<file path="src/rtl/dmem_arbiter_pkg.sv">
// Shared types and constants for the data-memory arbiter.
// The state encoding, port indices and counter width live here.
package dmem_arb_pkg;

  typedef enum logic [1:0] {
    S_IDLE   = 2'd0,
    S_ACCESS = 2'd1,
    S_RESP   = 2'd2
  } state_t;

  localparam logic       PORT_LSU = 1'b0;
  localparam logic       PORT_DBG = 1'b1;
  localparam logic [3:0] BE_WORD  = 4'b1111;
  localparam int         CNT_W    = 4;

endpackage

</file>
<file path="src/rtl/dmem_arbiter_rr_pick2.sv">
// Combinational two-way picker: round-robin on last grant, or fixed priority to port 0.
module rr_pick2
  import dmem_arb_pkg::*;
(
  input  logic [1:0] req,
  input  logic       last,
  input  logic       rr_en,
  output logic [1:0] gnt,
  output logic       idx
);

  always_comb begin
    idx = PORT_LSU;
    gnt = 2'b00;
    if (req == 2'b11) begin
      idx = rr_en ? ~last : PORT_LSU;
    end else if (req[1]) begin
      idx = PORT_DBG;
    end
    if (req != 2'b00) begin
      gnt = idx ? 2'b10 : 2'b01;
    end
  end

endmodule

</file>
<file path="src/rtl/dmem_arbiter.sv">
// Two-port arbiter/sequencer for the single-ported data memory (LSU on port 0, debug/DMA on port 1).
// State | meaning: IDLE = pick winner, grant, latch | ACCESS = strobes held LAT cycles | RESP = one-cycle rvalid to winner
module dmem_arbiter
  import dmem_arb_pkg::*;
#(
  parameter int LAT = 1,
  parameter bit RR  = 1'b1
) (
  input  logic        clk,
  input  logic        rst,
  input  logic        p0_req,
  input  logic        p0_we,
  input  logic [31:0] p0_addr,
  input  logic [31:0] p0_wdata,
  input  logic [3:0]  p0_be,
  output logic        p0_gnt,
  output logic        p0_rvalid,
  output logic [31:0] p0_rdata,
  output logic        p0_err,
  input  logic        p1_req,
  input  logic        p1_we,
  input  logic [31:0] p1_addr,
  input  logic [31:0] p1_wdata,
  input  logic [3:0]  p1_be,
  output logic        p1_gnt,
  output logic        p1_rvalid,
  output logic [31:0] p1_rdata,
  output logic        p1_err,
  output logic [31:0] mem_addr,
  output logic [31:0] mem_wdata,
  output logic [3:0]  mem_be,
  output logic        mem_read,
  output logic        mem_write,
  input  logic [31:0] mem_rdata
);

  localparam logic [CNT_W-1:0] CNT_LOAD = CNT_W'(LAT - 1);

  state_t            state;
  logic [CNT_W-1:0]  cnt;
  logic              win_idx;
  logic              last_gnt;
  logic              l_we;
  logic [31:0]       l_addr;
  logic [31:0]       l_wdata;
  logic [3:0]        l_be;
  logic [31:0]       resp_data;
  logic              resp_err;

  logic [1:0]        pick_gnt;
  logic              pick_idx;
  logic              sel_we;
  logic [31:0]       sel_addr;
  logic [31:0]       sel_wdata;
  logic [3:0]        sel_be;
  logic              sel_ok;
  logic              in_access;
  logic              in_resp;

  rr_pick2 u_pick (
    .req   ({p1_req, p0_req}),
    .last  (last_gnt),
    .rr_en (RR),
    .gnt   (pick_gnt),
    .idx   (pick_idx)
  );

  always_comb begin
    sel_we    = pick_idx ? p1_we    : p0_we;
    sel_addr  = pick_idx ? p1_addr  : p0_addr;
    sel_wdata = pick_idx ? p1_wdata : p0_wdata;
    sel_be    = pick_idx ? p1_be    : p0_be;
    sel_ok    = (sel_addr[1:0] == 2'b00) && (sel_be != 4'b0000);
  end

  // Grant is gated by rst so every output reads 0 while reset is held.
  assign p0_gnt = !rst && (state == S_IDLE) && pick_gnt[0];
  assign p1_gnt = !rst && (state == S_IDLE) && pick_gnt[1];

  assign in_access = (state == S_ACCESS);
  assign in_resp   = (state == S_RESP);

  assign mem_read  = in_access && !l_we;
  assign mem_write = in_access && l_we;
  assign mem_addr  = in_access ? l_addr  : 32'd0;
  assign mem_wdata = in_access ? l_wdata : 32'd0;
  assign mem_be    = in_access ? l_be    : 4'd0;

  assign p0_rvalid = in_resp && (win_idx == PORT_LSU);
  assign p1_rvalid = in_resp && (win_idx == PORT_DBG);
  assign p0_rdata  = p0_rvalid ? resp_data : 32'd0;
  assign p1_rdata  = p1_rvalid ? resp_data : 32'd0;
  assign p0_err    = p0_rvalid && resp_err;
  assign p1_err    = p1_rvalid && resp_err;

  always_ff @(posedge clk or posedge rst) begin
    if (rst) begin
      state     <= S_IDLE;
      cnt       <= '0;
      win_idx   <= PORT_LSU;
      last_gnt  <= PORT_DBG;
      l_we      <= 1'b0;
      l_addr    <= '0;
      l_wdata   <= '0;
      l_be      <= '0;
      resp_data <= '0;
      resp_err  <= 1'b0;
    end else begin
      case (state)
        S_IDLE: begin
          if (p0_req || p1_req) begin
            win_idx <= pick_idx;
            l_we    <= sel_we;
            l_addr  <= sel_addr;
            l_wdata <= sel_wdata;
            l_be    <= sel_be;
            if (sel_ok) begin
              state    <= S_ACCESS;
              cnt      <= CNT_LOAD;
              resp_err <= 1'b0;
            end else begin
              state     <= S_RESP;
              resp_err  <= 1'b1;
              resp_data <= '0;
            end
          end
        end
        S_ACCESS: begin
          if (cnt == '0) begin
            resp_data <= l_we ? 32'd0 : mem_rdata;
            state     <= S_RESP;
          end else begin
            cnt <= cnt - CNT_W'(1);
          end
        end
        S_RESP: begin
          last_gnt  <= win_idx;
          resp_data <= '0;
          resp_err  <= 1'b0;
          state     <= S_IDLE;
        end
        default: state <= S_IDLE;
      endcase
    end
  end

endmodule
</file>
<file path="config.mk">
export PLATFORM = sky130hd
export DESIGN_NAME = dmem_arbiter
export DESIGN_NICKNAME = d
export VERILOG_FILES = /design/src/rtl/dmem_arbiter_pkg.sv /design/src/rtl/dmem_arbiter_rr_pick2.sv /design/src/rtl/dmem_arbiter.sv
export SDC_FILE = /design/constraint.sdc
export NUM_CORES = 1
export LEC_CHECK = 0
export ABC_AREA = 1
export CORE_ASPECT_RATIO = 1.75
export CORE_MARGIN = 2
export CORE_UTILIZATION = 40
export DETAILED_ROUTE_END_ITERATION = 8
export PLACE_DENSITY_LB_ADDON = 0.05
export SLEW_MARGIN = 10
export SYNTH_ARGS = -nofsm -noshare
export SYNTH_HDL_FRONTEND = slang
export SYNTH_SLANG_ARGS = --single-unit
</file>
<file path="constraint.sdc">
create_clock -name clk -period 4.51 [get_ports clk]
set_input_delay 0.6765 -clock clk [delete_from_list [all_inputs] [get_ports clk]]
set_output_delay 0.6765 -clock clk [all_outputs]
set_load 0.005 [all_outputs]
</file>
==> results of run 1 <==
## synthesized netlist by cell type, types with 4 or more instances
cell                       instances  share of area [%]
sky130_fd_sc_hd__nor2_1          243                 15
sky130_fd_sc_hd__nand2_1         133                8.3
sky130_fd_sc_hd__inv_1           111                7.0
sky130_fd_sc_hd__dfrtp_1         109                 46
sky130_fd_sc_hd__o21ai_0          69                5.8
sky130_fd_sc_hd__o22ai_1          63                6.6
sky130_fd_sc_hd__nand3_1          43                3.6
sky130_fd_sc_hd__clkbuf_1         27                1.7
sky130_fd_sc_hd__buf_2            23                1.9
sky130_fd_sc_hd__buf_1             4               0.25
sky130_fd_sc_hd__buf_6             4               0.75
sky130_fd_sc_hd__inv_2             4               0.25
sky130_fd_sc_hd__nand2_2           4               0.42
## power by group
group,internal (mW),total (mW),switching [mW]
Sequential,1.37,1.51,0.142
Combinational,0.787,1.99,1.20
Clock,0.379,0.744,0.365
Total,2.54,4.25,1.71
## flip-flops by register name (all words and copies together) (netlist names), 2 cells and up
name,count
cnt,4
l_addr,32
l_be,4
l_wdata,32
resp_data,32
state,2
## per-layer routing
metal  vias to the layer above  GRT usage (%)  share of wire [%]
li1                       3204              -                  -
met1                      2981           27.7                 37
met2                       228           44.0                 53
met3                        20           6.90                7.9
met4                         0           7.35                1.8
met5                         -              0                  0
## worst register-to-register path: stages (launching register included)
cell                      delay [ps]
sky130_fd_sc_hd__dfstp_2         540
sky130_fd_sc_hd__nand2_1         120
sky130_fd_sc_hd__nand2_2         330
sky130_fd_sc_hd__buf_4           560
sky130_fd_sc_hd__nand2_1         130
sky130_fd_sc_hd__nand2_1         110
sky130_fd_sc_hd__nor2_1           50
sky130_fd_sc_hd__nand2_1         160
sky130_fd_sc_hd__nand3_4         370
sky130_fd_sc_hd__nand2_4         450
sky130_fd_sc_hd__nand2_1         110
sky130_fd_sc_hd__nand2_1          70
## cell type report
cell class / instances / share of cell area (%)
inverter: 116 / 4.65
tap: 183 / 2.43
sequential: 110 / 29.2
clock inverter: 4 / 0.358
timing repair buffer: 320 / 34.0
multi-input combinational: 569 / 26.9
clock buffer: 12 / 2.51
## worst paths after layout
path | slack (ps) | to | startpoint
min in group asynchronous | 1000 | l_addr[19] | rst
worst max-delay path | 990 | mem_wdata[10] | state[0]
worst max register to register | 1440 | resp_data[31] | last_gnt
max in group asynchronous | 2780 | l_wdata[30] | rst
worst min-delay path | 480 | resp_data[25] | resp_data[25]
worst min register to register | 480 | resp_data[25] | resp_data[25]
## cells by family (layout without fill, tap and decap cells)
logic type | Yosys count | count (layout)
AOI/OAI and AO/OA | 135 | 135
xor gates and xnor gates | 1 | 1
adders and majority gates | 2 | 2
buffers and inverters | 174 | 452
DFF | 110 | 110
and+or+nand+nor | 431 | 431
## through the flow
stage          hold WS [ps]  util (%)  setup slack, ps  std cells
3_5_place_dp            459      62.1              786       1298
6_report                475      63.9              994       1314
4_1_cts                 478      63.9              966       1314
5_1_grt                 487      63.9              752       1314
2_1_floorplan           442         -              933        853
3_3_place_gp            457      62.1              883       1298
==> run metrics, run 1 <==
final count of negative-setup-slack endpoints=0; kind of capture point of the worst setup path=primary output; largest family of logic cells by synthesized area=simple AND/OR/NAND/NOR gates; number of sinks driven by the clock tree=110; buffer cell driving the clock tree root=sky130_fd_sc_hd__clkbuf_16; Slew HR=32.2%; class of the tightest hold or removal check=register to register; total placed instance area=9170 µm²; Max Clock Freq=0.284 GHz; total standard cell area after synthesis=5990 µm²; placer congestion estimate=0.813; Critical Path Stages=6; number of DRC violations after detailed-routing iteration 0=258; Pins Over Slew Limit=0; number of warnings reported in the yosys synthesis log=0; die footprint=16000 µm²; commonest non-fill, non-tap cells in the layout=sky130_fd_sc_hd__clkdlybuf4s50_1 (313), sky130_fd_sc_hd__nor2_1 (243), sky130_fd_sc_hd__nand2_1 (133); cells after synthesis=853; number of top-level design ports=314; final antenna diode count=0; distinct cell type count of the synthesized netlist=27; post-detail-place hpwl=14400 µm; FFs w/ async S/R, synth=100%; number of violations of the max-capacitance limit=0; number of cells on the worst hold path=2; deepest level of the CTS H-tree=3; Reg clk slew, reported paths=70 ps; wire length reported by the detailed router=19800 µm; number of storage elements in the synthesis netlist=110; Synth Area per Inst=7.03 µm²; period utilization=78.0%; Worst-Skew Late Latency=350 ps; remaining antenna violation count=0; Worst VDD drop=0.290 mV; number of nets produced by synthesis=1029; count of endpoints failing hold in the final timing report=0; share of cell area taken by muxes after synthesis=0%; initial antenna violation count=0; Cell Chain, Critical Path=inv_2, nor2_1, clkinv_2, buf_12, nor2_1, clkdlybuf4s50_1; xor and xnor area share after synthesis=0.146%; ys flop type=sky130_fd_sc_hd__dfrtp_1; largest net degree at the start of global routing=77; detailed-routing iteration count for the pre-antenna-repair pass=5; peak fanout along the critical path=73; overall power of the completed layout=4.25 mW; number of cell instances on the worst register-to-register path=11; crit path max-delay cell type=sky130_fd_sc_hd__clkdlybuf4s50_1; clock skew after layout=14.6 ps; Layout area overhead=57.4%; die boundary height=166 µm; vias in the first global route=6155; startpoint type of the worst setup path=register; Die W=96.5 µm; arrival time reported for the critical path endpoint=2840 ps; post-synthesis simple-gate area fraction=28.8%; TritonCTS clock tree=done; commonest non-fill, non-tap cell in the layout=sky130_fd_sc_hd__clkdlybuf4s50_1; RSZ-0062 raised after global routing=false; multi-input combinational cell area=2530 µm²; number of setup buffers added after CTS=0; static leakage=4.16 nW; number of port buffers=313; power per unit of standard cell area=450 nW/µm²; grt total ovfl=0; final critical-path required period=3520 ps; drt wl/cell=15.1 µm; cells resized by post-CTS repair=0; Largest delay share family, worst path=buffers and inverters; Worst path max stage delay=550 ps; ratio of cells with drive above 1 in the final layout=3.18%; cell repeated most along the worst path=sky130_fd_sc_hd__nor2_1; average via count per standard cell=4.90; buffers and inverters on the worst path=4; std cell rows=59; hold buffer count at cts=0; buffer levels on the longest clock path=2; Post-layout nets=1302; type of the worst setup path=register to primary output; data required time at the worst endpoint=3830 ps; number of flops mapped to enable cells by yosys=0; Tightest Pin Transition=1020 ps; global-route usage over all layers=24.6%; floorplan core area=14800 µm²; DRC violations left=0; first-pass GRT wire length=30900 µm; Register Area=2750 µm²; post-synthesis sequential area ratio=45.9%; total clock buffers created by CTS=9; adder and majority cell fraction of the synthesized area=0.417%; cell area after layout=9440 µm²; layout filler cell count=1382; Starting Density=40.6%; accumulated negative setup slack=0 ps; complex-gate fraction of the synthesized area=12.8%; Vias=6433; status=finished, final reports clean
Note: power is estimated with default switching activity, not from simulation.
==> inputs of run 2 (changes only) <==
Clock period 4.51 ns to 3.46 ns, I/O delays scaled along.
==> run metrics, run 2 (same netlist as run 1, synthesis figures left out) <==
utilization of the core after routing=64.5% (+0.58 points); data required time at the worst endpoint=2940 ps (-890 ps); largest net degree at the start of global routing=141 (+83%); first-pass GRT wire length=30900 µm (unchanged); DRC violations left=0 (unchanged); count of endpoints failing hold in the final timing report=0 (unchanged); final critical-path required period=2980 ps; Max Clock Freq=0.336 GHz; buffer levels on the longest clock path=2 (unchanged); cells resized by post-CTS repair=0 (unchanged); drt wl/cell=14.7 µm (-2.6%); Reg clk slew, reported paths=70 ps (about the same); wire length reported by the detailed router=19400 µm (-2.1%); commonest non-fill, non-tap cell in the layout=sky130_fd_sc_hd__clkdlybuf4s50_1; Register Area=2750 µm² (unchanged); class of the tightest hold or removal check=register to register; status=finished, final reports clean; Post-layout nets=1309 (+0.54%); number of DRC violations after detailed-routing iteration 0=250 (-3.1%); Worst-Skew Late Latency=350 ps (about the same); cell area after layout=9520 µm² (+0.90%); clock skew after layout=8.96 ps (-5.61 ps); vias in the first global route=6141 (-0.23%); Tightest Pin Transition=1000 ps (-11.7 ps); number of port buffers=313 (unchanged); kind of capture point of the worst setup path=primary output; grt total ovfl=0 (unchanged); multi-input combinational cell area=2530 µm² (unchanged); type of the worst setup path=register to primary output; number of setup buffers added after CTS=0 (unchanged); Slew HR=33.0% (+0.78 points); accumulated negative setup slack=0 ps (unchanged); final cell count without fillers=1321 (+0.53%); arrival time reported for the critical path endpoint=2460 ps (-380 ps); detailed-routing iteration count for the pre-antenna-repair pass=5 (unchanged); static leakage=4.21 nW (+1.2%); TritonCTS clock tree=done; Pins Over Slew Limit=0 (unchanged); die boundary height=166 µm (unchanged); final antenna diode count=0 (unchanged); number of sinks driven by the clock tree=110 (unchanged); deepest level of the CTS H-tree=3 (unchanged); Final Worst Setup Slack=481 ps (-514 ps); number of cells on the worst hold path=2 (unchanged); die footprint=16000 µm² (unchanged); remaining antenna violation count=0 (unchanged); Die W=96.5 µm (unchanged); power per unit of standard cell area=594 nW/µm² (+32%); setup slack after placement=634 ps (-152 ps); number of cell instances on the worst register-to-register path=11 (unchanged); initial antenna violation count=0 (unchanged); overall power of the completed layout=5.66 mW (+33%); average via count per standard cell=4.83 (-1.3%); number of top-level design ports=314 (unchanged); number of violations of the max-capacitance limit=0 (unchanged); post-detail-place hpwl=14100 µm (-2.1%); registers with the most flip-flops=l_addr (32), l_wdata (32), resp_data (32); RSZ-0062 raised after global routing=false; startpoint type of the worst setup path=register; period utilization=86.1%; buffer cell driving the clock tree root=sky130_fd_sc_hd__clkbuf_16; layout filler cell count=1343 (-2.8%); std cell rows=59 (unchanged); peak fanout along the critical path=33 (-55%); Starting Density=40.6% (unchanged); total clock buffers created by CTS=9 (unchanged); hold buffer count at cts=0 (unchanged); ratio of cells with drive above 1 in the final layout=3.87% (+0.68 points); final count of negative-setup-slack endpoints=0 (unchanged); placer congestion estimate=0.805 (-1.0%); Placed Cells=1305 (+0.54%); Layout area overhead=58.9%; commonest non-fill, non-tap cells in the layout=sky130_fd_sc_hd__clkdlybuf4s50_1 (313), sky130_fd_sc_hd__nor2_1 (243), sky130_fd_sc_hd__nand2_1 (133); Vias=6384 (-0.76%); worst hold slack across all endpoints=469 ps (-6.00 ps); total placed instance area=9220 µm² (+0.57%); floorplan core area=14800 µm² (unchanged); global-route usage over all layers=24.7% (+0.058 points); Worst VDD drop=0.403 mV (+39%)
## run 2: cell types whose count changed in the layout (fill, tap and decap cells not counted), sizes merged
cell / change
buf: +7
clkinv: -2
bufinv: +1
clkbuf: +1
## run 2: critical path, cell delays in order, from the launching register on
cell and delay (ps):
sky130_fd_sc_hd__dfrtp_1 480, sky130_fd_sc_hd__inv_2 70, sky130_fd_sc_hd__nand2_1 140, sky130_fd_sc_hd__nor2_1 70
sky130_fd_sc_hd__inv_1 730, sky130_fd_sc_hd__nor2_1 110, sky130_fd_sc_hd__clkdlybuf4s50_1 510
## run 2: area by class of cell
type                    count  area share, %
repair buffers            327           34.3
flip-flops and latches    110           28.9
multi-input cells         569           26.6
inverters                 116           4.61
clock buffers              13           2.73
well taps                 183           2.40
clock inverters             3          0.447
## run 2: path summary, 6_finish.rpt
path	start	endpoint	slack, ps
setup / recovery	state[0]	p0_rdata[26]	480
hold / removal	resp_data[27]	resp_data[27]	470
setup reg to reg	last_gnt	resp_data[18]	1320
hold reg to reg	resp_data[27]	resp_data[27]	470
max in group asynchronous	rst	l_addr[31]	1960
min in group asynchronous	rst	resp_err	690
## run 2: metal layers
metal | up-vias | GRT usage, % | part of all wire (%)
li1 | 3220 | - | -
met4 | 0 | 8.33 | 2.9
met1 | 2893 | 28.4 | 37
met3 | 30 | 7.03 | 8.0
met2 | 241 | 42.9 | 52
met5 | - | 0 | 0
## run 2: power by group
| part | internal, mW | total (mW) | leakage [nW] | switching (mW) |
|---|---|---|---|---|
| clock network | 0.601 | 1.06 | 0.146 | 0.463 |
| registers | 1.79 | 1.97 | 1.39 | 0.177 |
| logic | 1.06 | 2.63 | 2.67 | 1.57 |
| total | 3.45 | 5.66 | 4.21 | 2.21 |
